===== src/rtl/conv_pim_pkg.sv =====
// rtl/conv_pim_pkg.sv - shared state type, default widths and done mask for the PIM convolution scheduler
package conv_pim_pkg;

  typedef enum logic [2:0] {IDLE, FILL, FIRE, WAIT, EMIT} state_t;

  localparam int KERNEL_SIZE_DEF = 5;
  localparam int CHANNEL_DEF     = 16;
  localparam int DEPTH_DEF       = 8;
  localparam int OUT_WIDTH_DEF   = 8;
  localparam int WIN_W_DEF       = 16;
  localparam int TIMEOUT_CYC_DEF = 1024;

  localparam logic [CHANNEL_DEF-1:0] ALL_DONE = {CHANNEL_DEF{1'b1}};

endpackage


===== src/rtl/pim_done_collect.sv =====
// rtl/pim_done_collect.sv - sticky OR of per-channel done flags, cleared on each compute kick
module pim_done_collect
  import conv_pim_pkg::*;
#(
  parameter int CHANNEL = CHANNEL_DEF
) (
  input  logic               clk,
  input  logic               rst,
  input  logic               clr,
  input  logic               en,
  input  logic [CHANNEL-1:0] done_vec,
  output logic               all_done
);

  logic [CHANNEL-1:0] seen;

  always_ff @(posedge clk) begin
    if (!rst) begin
      seen <= '0;
    end else if (clr) begin
      seen <= '0;
    end else if (en) begin
      seen <= seen | done_vec;
    end
  end

  assign all_done = &seen;

endmodule


===== src/rtl/conv_pim_sched.sv =====
// rtl/conv_pim_sched.sv - PIM convolution tile scheduler; PIM_TIMEOUT_EN adds a WAIT watchdog and the err output
module conv_pim_sched
  import conv_pim_pkg::*;
#(
  parameter int KERNEL_SIZE = KERNEL_SIZE_DEF,
  parameter int CHANNEL     = CHANNEL_DEF,
  parameter int DEPTH       = DEPTH_DEF,
  parameter int OUT_WIDTH   = OUT_WIDTH_DEF,
  parameter int WIN_W       = WIN_W_DEF,
  parameter int TIMEOUT_CYC = TIMEOUT_CYC_DEF,
  parameter int ADDR_W      = $clog2(DEPTH)
) (
  input  logic                 clk,
  input  logic                 rst,
  input  logic                 start,
  input  logic [WIN_W-1:0]     cfg_windows,
  input  logic [ADDR_W:0]      cfg_banks,
  input  logic                 in_valid,
  output logic                 in_ready,
  output logic                 pim_en,
  output logic                 pim_go,
  output logic [ADDR_W-1:0]    pim_addr,
  input  logic [CHANNEL-1:0]   done_vec,
  input  logic [OUT_WIDTH-1:0] conv_value,
  output logic                 out_valid,
  input  logic                 out_ready,
  output logic [OUT_WIDTH-1:0] out_data,
  output logic [ADDR_W-1:0]    out_bank,
  output logic                 busy,
  output logic                 tile_done
`ifdef PIM_TIMEOUT_EN
  ,
  output logic                 err
`endif
);

  localparam int RW = $clog2(KERNEL_SIZE + 1);

  state_t           state, state_nx;
  logic [WIN_W-1:0] windows_q, win_cnt;
  logic [ADDR_W:0]  banks_q, banks_cfg, bank_inc;
  logic [ADDR_W-1:0] bank;
  logic [RW-1:0]    row_cnt, row_target;
  logic             accept, out_fire, last_row, last_bank, last_win;
  logic             all_done, timeout;

  assign accept     = in_ready & in_valid;
  assign out_fire   = out_valid & out_ready;
  // the first window needs the whole kernel, later windows slide by one row
  assign row_target = (win_cnt == '0) ? RW'(KERNEL_SIZE) : RW'(1);
  assign last_row   = (row_cnt + RW'(1)) == row_target;
  assign bank_inc   = {1'b0, bank} + (ADDR_W+1)'(1);
  assign last_bank  = bank_inc >= banks_q;
  assign last_win   = (win_cnt + WIN_W'(1)) == windows_q;
  assign pim_addr   = bank;

  always_comb begin
    banks_cfg = cfg_banks;
    if (cfg_banks == '0) begin
      banks_cfg = (ADDR_W+1)'(1);
    end else if (cfg_banks > (ADDR_W+1)'(DEPTH)) begin
      banks_cfg = (ADDR_W+1)'(DEPTH);
    end
  end

  pim_done_collect #(.CHANNEL(CHANNEL)) u_done (
    .clk      (clk),
    .rst      (rst),
    .clr      (state == FIRE),
    .en       (state == WAIT),
    .done_vec (done_vec),
    .all_done (all_done)
  );

  always_ff @(posedge clk) begin
    if (!rst) begin
      state <= IDLE;
    end else begin
      state <= state_nx;
    end
  end

  always_comb begin
    state_nx = state;
    case (state)
      IDLE: if (start && cfg_windows != '0) state_nx = FILL;
      FILL: if (accept && last_row) state_nx = FIRE;
      FIRE: state_nx = WAIT;
      WAIT: if (all_done || timeout) state_nx = EMIT;
      EMIT: begin
        if (out_ready) begin
          if (!last_bank)    state_nx = FIRE;
          else if (last_win) state_nx = IDLE;
          else               state_nx = FILL;
        end
      end
      default: state_nx = IDLE;
    endcase
  end

  always_comb begin
    in_ready  = (state == FILL);
    pim_en    = (state == FILL) & in_valid;
    pim_go    = (state == FIRE);
    out_valid = (state == EMIT);
    busy      = (state != IDLE);
  end

  always_ff @(posedge clk) begin
    if (!rst) begin
      windows_q <= '0;
      banks_q   <= '0;
      win_cnt   <= '0;
      bank      <= '0;
      row_cnt   <= '0;
      out_data  <= '0;
      out_bank  <= '0;
      tile_done <= 1'b0;
    end else begin
      tile_done <= 1'b0;
      case (state)
        IDLE: begin
          if (start) begin
            if (cfg_windows == '0) begin
              tile_done <= 1'b1;
            end else begin
              windows_q <= cfg_windows;
              banks_q   <= banks_cfg;
              win_cnt   <= '0;
              bank      <= '0;
              row_cnt   <= '0;
            end
          end
        end
        FILL: if (accept) row_cnt <= row_cnt + RW'(1);
        WAIT: begin
          if (all_done) begin
            out_data <= conv_value;
            out_bank <= bank;
          end else if (timeout) begin
            out_data <= '0;
            out_bank <= bank;
          end
        end
        EMIT: begin
          if (out_fire) begin
            if (!last_bank) begin
              bank <= bank_inc[ADDR_W-1:0];
            end else if (last_win) begin
              tile_done <= 1'b1;
            end else begin
              bank    <= '0;
              win_cnt <= win_cnt + WIN_W'(1);
              row_cnt <= '0;
            end
          end
        end
        default: ;
      endcase
    end
  end

`ifdef PIM_TIMEOUT_EN
  localparam int TW = $clog2(TIMEOUT_CYC);

  logic [TW-1:0] to_cnt;

  // fires on the TIMEOUT_CYC-th WAIT cycle without a full done mask
  assign timeout = (state == WAIT) && !all_done && (to_cnt == TW'(TIMEOUT_CYC - 1));

  always_ff @(posedge clk) begin
    if (!rst) begin
      to_cnt <= '0;
      err    <= 1'b0;
    end else begin
      if (state == FIRE) begin
        to_cnt <= '0;
      end else if (state == WAIT) begin
        to_cnt <= to_cnt + TW'(1);
      end
      if (state == IDLE && start) begin
        err <= 1'b0;
      end else if (timeout) begin
        err <= 1'b1;
      end
    end
  end
`else
  logic [31:0] unused_timeout_cyc;

  assign unused_timeout_cyc = TIMEOUT_CYC;
  assign timeout            = 1'b0;
`endif

endmodule


===== config.mk =====
export PLATFORM = sky130hd
export DESIGN_NAME = conv_pim_sched
export DESIGN_NICKNAME = d
export VERILOG_FILES = /design/src/rtl/conv_pim_pkg.sv /design/src/rtl/pim_done_collect.sv /design/src/rtl/conv_pim_sched.sv
export SDC_FILE = /design/constraint.sdc
export NUM_CORES = 1
export LEC_CHECK = 0
export CORE_ASPECT_RATIO = 0.9
export CORE_MARGIN = 3
export CORE_UTILIZATION = 40
export CTS_BUF_LIST = sky130_fd_sc_hd__clkbuf_8
export DETAILED_ROUTE_END_ITERATION = 10
export GPL_TIMING_DRIVEN = 0
export MAX_ROUTING_LAYER = met4
export PLACE_DENSITY_LB_ADDON = 0.15
export SYNTH_ARGS = -nofsm -noshare
export SYNTH_HDL_FRONTEND = slang
export SYNTH_HIERARCHICAL = 1
export SYNTH_SLANG_ARGS = --single-unit
export TNS_END_PERCENT = 100

===== constraint.sdc =====
create_clock -name clk -period 3.57 [get_ports clk]
set_input_delay 0.357 -clock clk [delete_from_list [all_inputs] [get_ports clk]]
set_output_delay 0.357 -clock clk [all_outputs]
set_load 0.005 [all_outputs]

Word-level counts from Yosys, hierarchy flattened
Cells that the tools add are included.

storage, ports and cells
  flip-flop bits (word level) = 73
  bits of input ports = 49
  output and inout port bits = 20
  word-level logic and storage cells = 87

cells by class
  $add $sub $neg = 3
  order comparisons = 2
  eq/ne operators = 17
  muxes and demuxes = 32
  bitwise gates (word level) = 5
  reduce and logical (&&, ||, !) cells = 18

operators with widths
  operator                 number
  $mux W16                 5
  $mux W3                  13
  $logic_not A16 Y1        2
  $pmux W16 S2             1
  $reduce_and A17 Y1       1
  $add A16 B1 Y16 const B  1
  $eq A16 B16 Y1           1
  $or A16 B16 Y16          1
  $reduce_and A16 Y1       1
  $reduce_bool A16 Y1      1
  $pmux W3 S5              1
  $ne A2 B1 Y1 const B     5
  $ne A2 B2 Y1 const B     5
  $pmux W3 S3              1
  $mux W4                  2
  $reduce_and A7 Y1        1
  $eq A3 B2 Y1 const B     2
  $mux W1                  6
  $pmux W3 S2              1
  $reduce_and A6 Y1        1
  $reduce_bool A3 Y1       2
  $reduce_and A5 Y1        1
  $add A3 B1 Y4 const B    1
  $ge A4 B4 Y1             1
  other kinds (17)         20

Logic depth before layout (Yosys ltp)
Gate-level depths: netlist of run 1.

  depth in word-level cells = 6
  gate-level depth with buffers = 11
  depth with buffers taken out = 9

Cells and area by module
Netlist of run 1, hierarchy kept.

modules (own cells, without submodules)
  module            instances  cells each  area each (um2)  sequential area each (um2)
  conv_pim_sched    1          409         3,475.8          1,141.1
  pim_done_collect  1          58          548.0            320.3

Worst setup path before layout of run 1
No wires, ideal clock.

  path type = register -> register
  start point = reg win_cnt[0]
  end point = reg win_cnt[4]
  library setup time = 0.132 ns
  arrival time = 2.579 ns
  required time = 3.438 ns
  setup slack = 0.859 ns
  cell stages (with the launch flop) = 12
  buffers on the path = 3
  period minus slack after synthesis = 2.711 ns
  cell sequence = dfxtp_1 ha_1 buf_2 nand3_2 or4_1 o311a_1 a21oi_1 o2111a_2 buf_6 nand4b_1 buf_4 o32ai_1

on the way
  cells in the longest elaborated chain, start to end = 5
  elaborated cells between the ends (all ways) = 8
  classes of those cells = add/sub (1); eq/ne (2); mux (4); reduce/logical (1)

RTL lines
  what                                                                    RTL line                                     source
  start, declared                                                         conv_pim_sched.sv:40                         logic [WIN_W-1:0] windows_q, win_cnt;
  start signal, assigned                                                  conv_pim_sched.sv:153                        win_cnt <= win_cnt + WIN_W'(1);
  $add A16 B1 Y16 (*)                                                     conv_pim_sched.sv:54, conv_pim_sched.sv:153
  parallel branches: the longest is 4 deep, another holds $eq A16 B16 Y1  --

Mark *: on every way between the ends. The select of a mux whose other input is x is not followed.
A chain may end at the register's enable or synchronous reset.

Worst setup path in the final report of run 1
  start point = reg win_cnt[0]
  end point = reg win_cnt[3]

Same word-level chain as after synthesis.

==> results.tsv, run 1 <==
stage	metric	value	unit
timing	rsz0062_at_grt	no	
run_status	status	finished, final reports clean	
layout	final_nets	604	
placed_design	routabilityCongestion	0.8751	
timing	slew_headroom	38.76	%
floorplanning	core	9742	um^2
yosys	mappedNetlistNets	525	
layout	seqCellArea	1461	um^2
global_routing	grt_max_degree	13	
worst_setup_path	cp_max_fo	10	
clock_tree	hold_buffers	0	
yosys	syn_inst	467	
clock_tree	clock-sinks	73	
power	p_sw	0.4229	mW
global_routing	antenna_found_initial	0	
drt	post-route-drc-count	0	
min_path	min_path_type	reg2reg	
drt	avgRoutedWirePerCell	15.52	um
timing	min_period	3.231	ns
placed_design	place_hpwl	7947	um
placed_design	postPlaceCellArea	4862	um^2
yosys	yosys_register_bits	73	
job	maxCapViolCount	0	
floorplanning	die_w	111.7	um
layout	antennaDiodeCount	0	
power	vdd_drop_max	0.0002349	V
yosys	yosysUniqueCellTypes	73	
drt	routed-via-count	3724	
timing	max_freq	309.5	MHz
clock_tree	clk_latency	0.35	ns
layout	fill_cells	955	
clock_tree	cts_root_buf	clkbuf_8	
drt	totalWireLength	10510	um
power	power_frac_seq	49.8	%
layout	utilization	51.94	%
global_routing	grt_pass1_vias	3396	
timing	finalClockSkew	0.01143	ns
timing	setup_tns	0	ns
yosys	synth_area_leaders	dfxtp_1 (36%), mux2i_1 (5.5%), nor2_1 (5.0%), a21oi_1 (4.7%), nand2_1 (4.1%)	
placed_design	post-place-ws	0.3458	ns
yosys	synth_top_area_cell	dfxtp_1	
timing	slew_viol_final	0	
yosys	synth_ff_type	dfxtp_1	
layout	drive_gt1_share	8.348	%
placed_design	place_inst	661	
worst_setup_path	critPathCaptureType	register	
timing	hold_viol	0	
layout	multiInputGateArea	2277	um^2
yosys	synth_top_cell_area_share	36.32	%
clock_tree	post_cts_buffers	0	
power	power.density	334.2	nW/um^2
timing	tightest_slew	0.9116	ns
yosys	async_flop_share	0	%
placed_design	portBuffers	68	
power	power.leakage	1.846	nW
drt	drt_iter0_drc	249	
worst_setup_path	path_class	reg2reg	
layout	area_delta_synth_final	25.75	%
power	total_power	1.691	mW
layout	final_cell_mix	dfxtp_1 (73), clkdlybuf4s50_1 (68), nor2_1 (54), nand2_1 (44), a21oi_1 (38)	
yosys	synth-edff-count	0	
global_routing	track_usage	19.36	%
timing	fin_crit_sh	90.49	%
floorplanning	num_io_pins	69	
timing	setup_viol	0	
power	combPwrFrac	11.5	%
global_routing	grt_overflow	0	
clock_tree	cts_resized	0	
worst_setup_path	crit_arrival	3.46	ns
layout	final_area	5060	um^2
clock_tree	cts_made_buffers	9	
drt	viasPerCell	5.501	
drt	drt-pass1-iter-count	5	
clock_tree	clockBufferDepth	2	
worst_setup_path	critPathRequiredTime	3.80	ns
clock_tree	cts.clk_slew.worst_paths	0.08	ns
yosys	ys_seq_area_share	36.32	%
timing	layout_setup_ws	0.3394	ns
layout	fin_cells	677	
floorplanning	dieArea	11300	um^2
floorplanning	fp-row-count	34	
power	switching_share	25.00	%
timing	hold_ws	0.4548	ns
global_routing	grt_pass1_wl	17140	um
floorplanning	initial_core_util	41.30	%
yosys	syn_area_per_cell	8.616	um^2
floorplanning	die-height	101.2	um
yosys	yosys_warnings	6	
clock_tree	htree_levels	3	
worst_setup_path	start_kind	register	
yosys	synthesis.area	4024	um^2
power	internal_power	1.268	mW
drt	ant_nets	0	
power	pwr-share-clk	38.7	%
layout	final_common_cell	dfxtp_1	
clock_tree	cts_tree	yes	
==> worst max-delay path, stage by stage (launching register included) <==
cell and delay, ns:
dfxtp_1 0.50, ha_1 0.19, buf_2 0.18, nand3_2 0.22
or4_1 0.58, o311a_1 0.34, a21oi_1 0.18, o2111a_2 0.26
buf_6 0.15, nand4b_1 0.20, buf_4 0.23, o32ai_1 0.10
==> cells in the mapped netlist (all sizes together) (2+ instances only) <==
| library cell | number |
|---|---|
| nand2 | 45 |
| mux2i | 22 |
| xnor2 | 13 |
| nand4b | 2 |
| a211oi | 4 |
| nor4 | 15 |
| o31ai | 10 |
| buf | 16 |
| and3 | 6 |
| nand2b | 3 |
| clkbuf | 17 |
| nand4 | 15 |
| and2 | 5 |
| o211ai | 2 |
| ha | 9 |
| a21oi | 38 |
| or3 | 3 |
| nand3 | 12 |
| o311a | 2 |
| or4 | 2 |
| nor3 | 7 |
| o21ai | 7 |
| o41ai | 2 |
| o32ai | 2 |
| xor2 | 7 |
| and4 | 3 |
| nand3b | 6 |
| dfxtp | 73 |
| a31oi | 7 |
| nor2 | 54 |
| inv | 11 |
| a21o | 4 |
| nor2b | 6 |
| o311ai | 9 |
| nor3b | 6 |
==> worst paths after layout <==
path,end,depth (start not counted),startpoint,slack [ns]
setup / recovery,win_cnt[3],11,win_cnt[0],0.34
hold / removal,out_data[5],2,out_data[5],0.45
setup reg to reg,win_cnt[3],11,win_cnt[0],0.34
hold reg to reg,out_data[5],2,out_data[5],0.45
==> power groups by stage <==
| stage | clock network (mW) | registers, mW | logic [mW] |
|---|---|---|---|
| CTS | 0.666 | 0.843 | 0.194 |
| floorplan | 0 | 0.857 | 0.104 |
| detailed placement | 0 | 0.862 | 0.193 |
| global route | 0.702 | 0.846 | 0.212 |
| finish | 0.654 | 0.843 | 0.194 |
| global placement | 0 | 0.861 | 0.189 |
==> final cells by class <==
cell class	instances	share of cell area (%)
flip-flops and latches	73	28.88
clock inverters	6	1.187
clock buffers	10	2.720
repair buffers	68	13.45
well taps	126	3.116
inverters	11	0.8160
multi-input cells	350	45.00
plain buffers	33	4.822
==> logic make-up (layout without fill, tap and decap cells) <==
family                   Yosys count  after routing  share of synthesized area, %
XOR/XNOR                          20             20                         4.353
adder cells (fa/ha/maj)            9              9                         2.799
AND/OR/NAND/NOR                  196            196                         26.52
flip-flops                        73             73                         36.32
buffers and inverters             44            128                         7.089
AO/OA/AOI/OAI                    103            103                         17.44
multiplexers                      22             22                         5.473
==> flip-flops by register name, summed over array words and instances, names as in the netlist <==
| register | count |
|---|---|
| tile_done | 1 |
| row_cnt | 3 |
| state | 3 |
| win_cnt | 16 |
| out_bank | 3 |
| pim_addr | 3 |
| u_done/seen | 16 |
| windows_q | 16 |
| banks_q | 4 |
| out_data | 8 |
==> layer usage <==
metal,vias to the layer above,wire length (um),part of all wire (%),global-route usage [%]
met3,13,594,5.7,4.062
met1,1719,5082,48,26.70
met5,-,0,0,-
li1,1865,-,-,-
met4,0,150,1.4,6.268
met2,127,4678,45,28.39
(Power assumes the default switching activity.)
==> run 2: changes to the inputs <==
--- a/config.mk
+++ b/config.mk
@@ -9,6 +9,7 @@
 export CORE_MARGIN = 3
 export CORE_UTILIZATION = 40
 export CTS_BUF_LIST = sky130_fd_sc_hd__clkbuf_8
+export CTS_CLUSTER_DIAMETER = 60
 export DETAILED_ROUTE_END_ITERATION = 10
 export GPL_TIMING_DRIVEN = 0
 export MAX_ROUTING_LAYER = met4
==> constraint.sdc (replaced) <==
create_clock -name clk -period 3.6 [get_ports clk]
set_input_delay 0.36 -clock clk [delete_from_list [all_inputs] [get_ports clk]]
set_output_delay 0.36 -clock clk [all_outputs]
set_load 0.005 [all_outputs]
==> results of run 2 <==
Same layout as run 1 (identical final DEF). Status: finished, final reports clean.
Main changes from that run: setup slack after placement 0.3458 ns -> 0.3728 ns; setup slack after layout 0.3394 ns -> 0.3694 ns; register-to-register setup slack 0.34 ns -> 0.37 ns; total power 1.691 mW -> 1.677 mW; worst IR drop on VDD 0.0002349 V -> 0.0002329 V
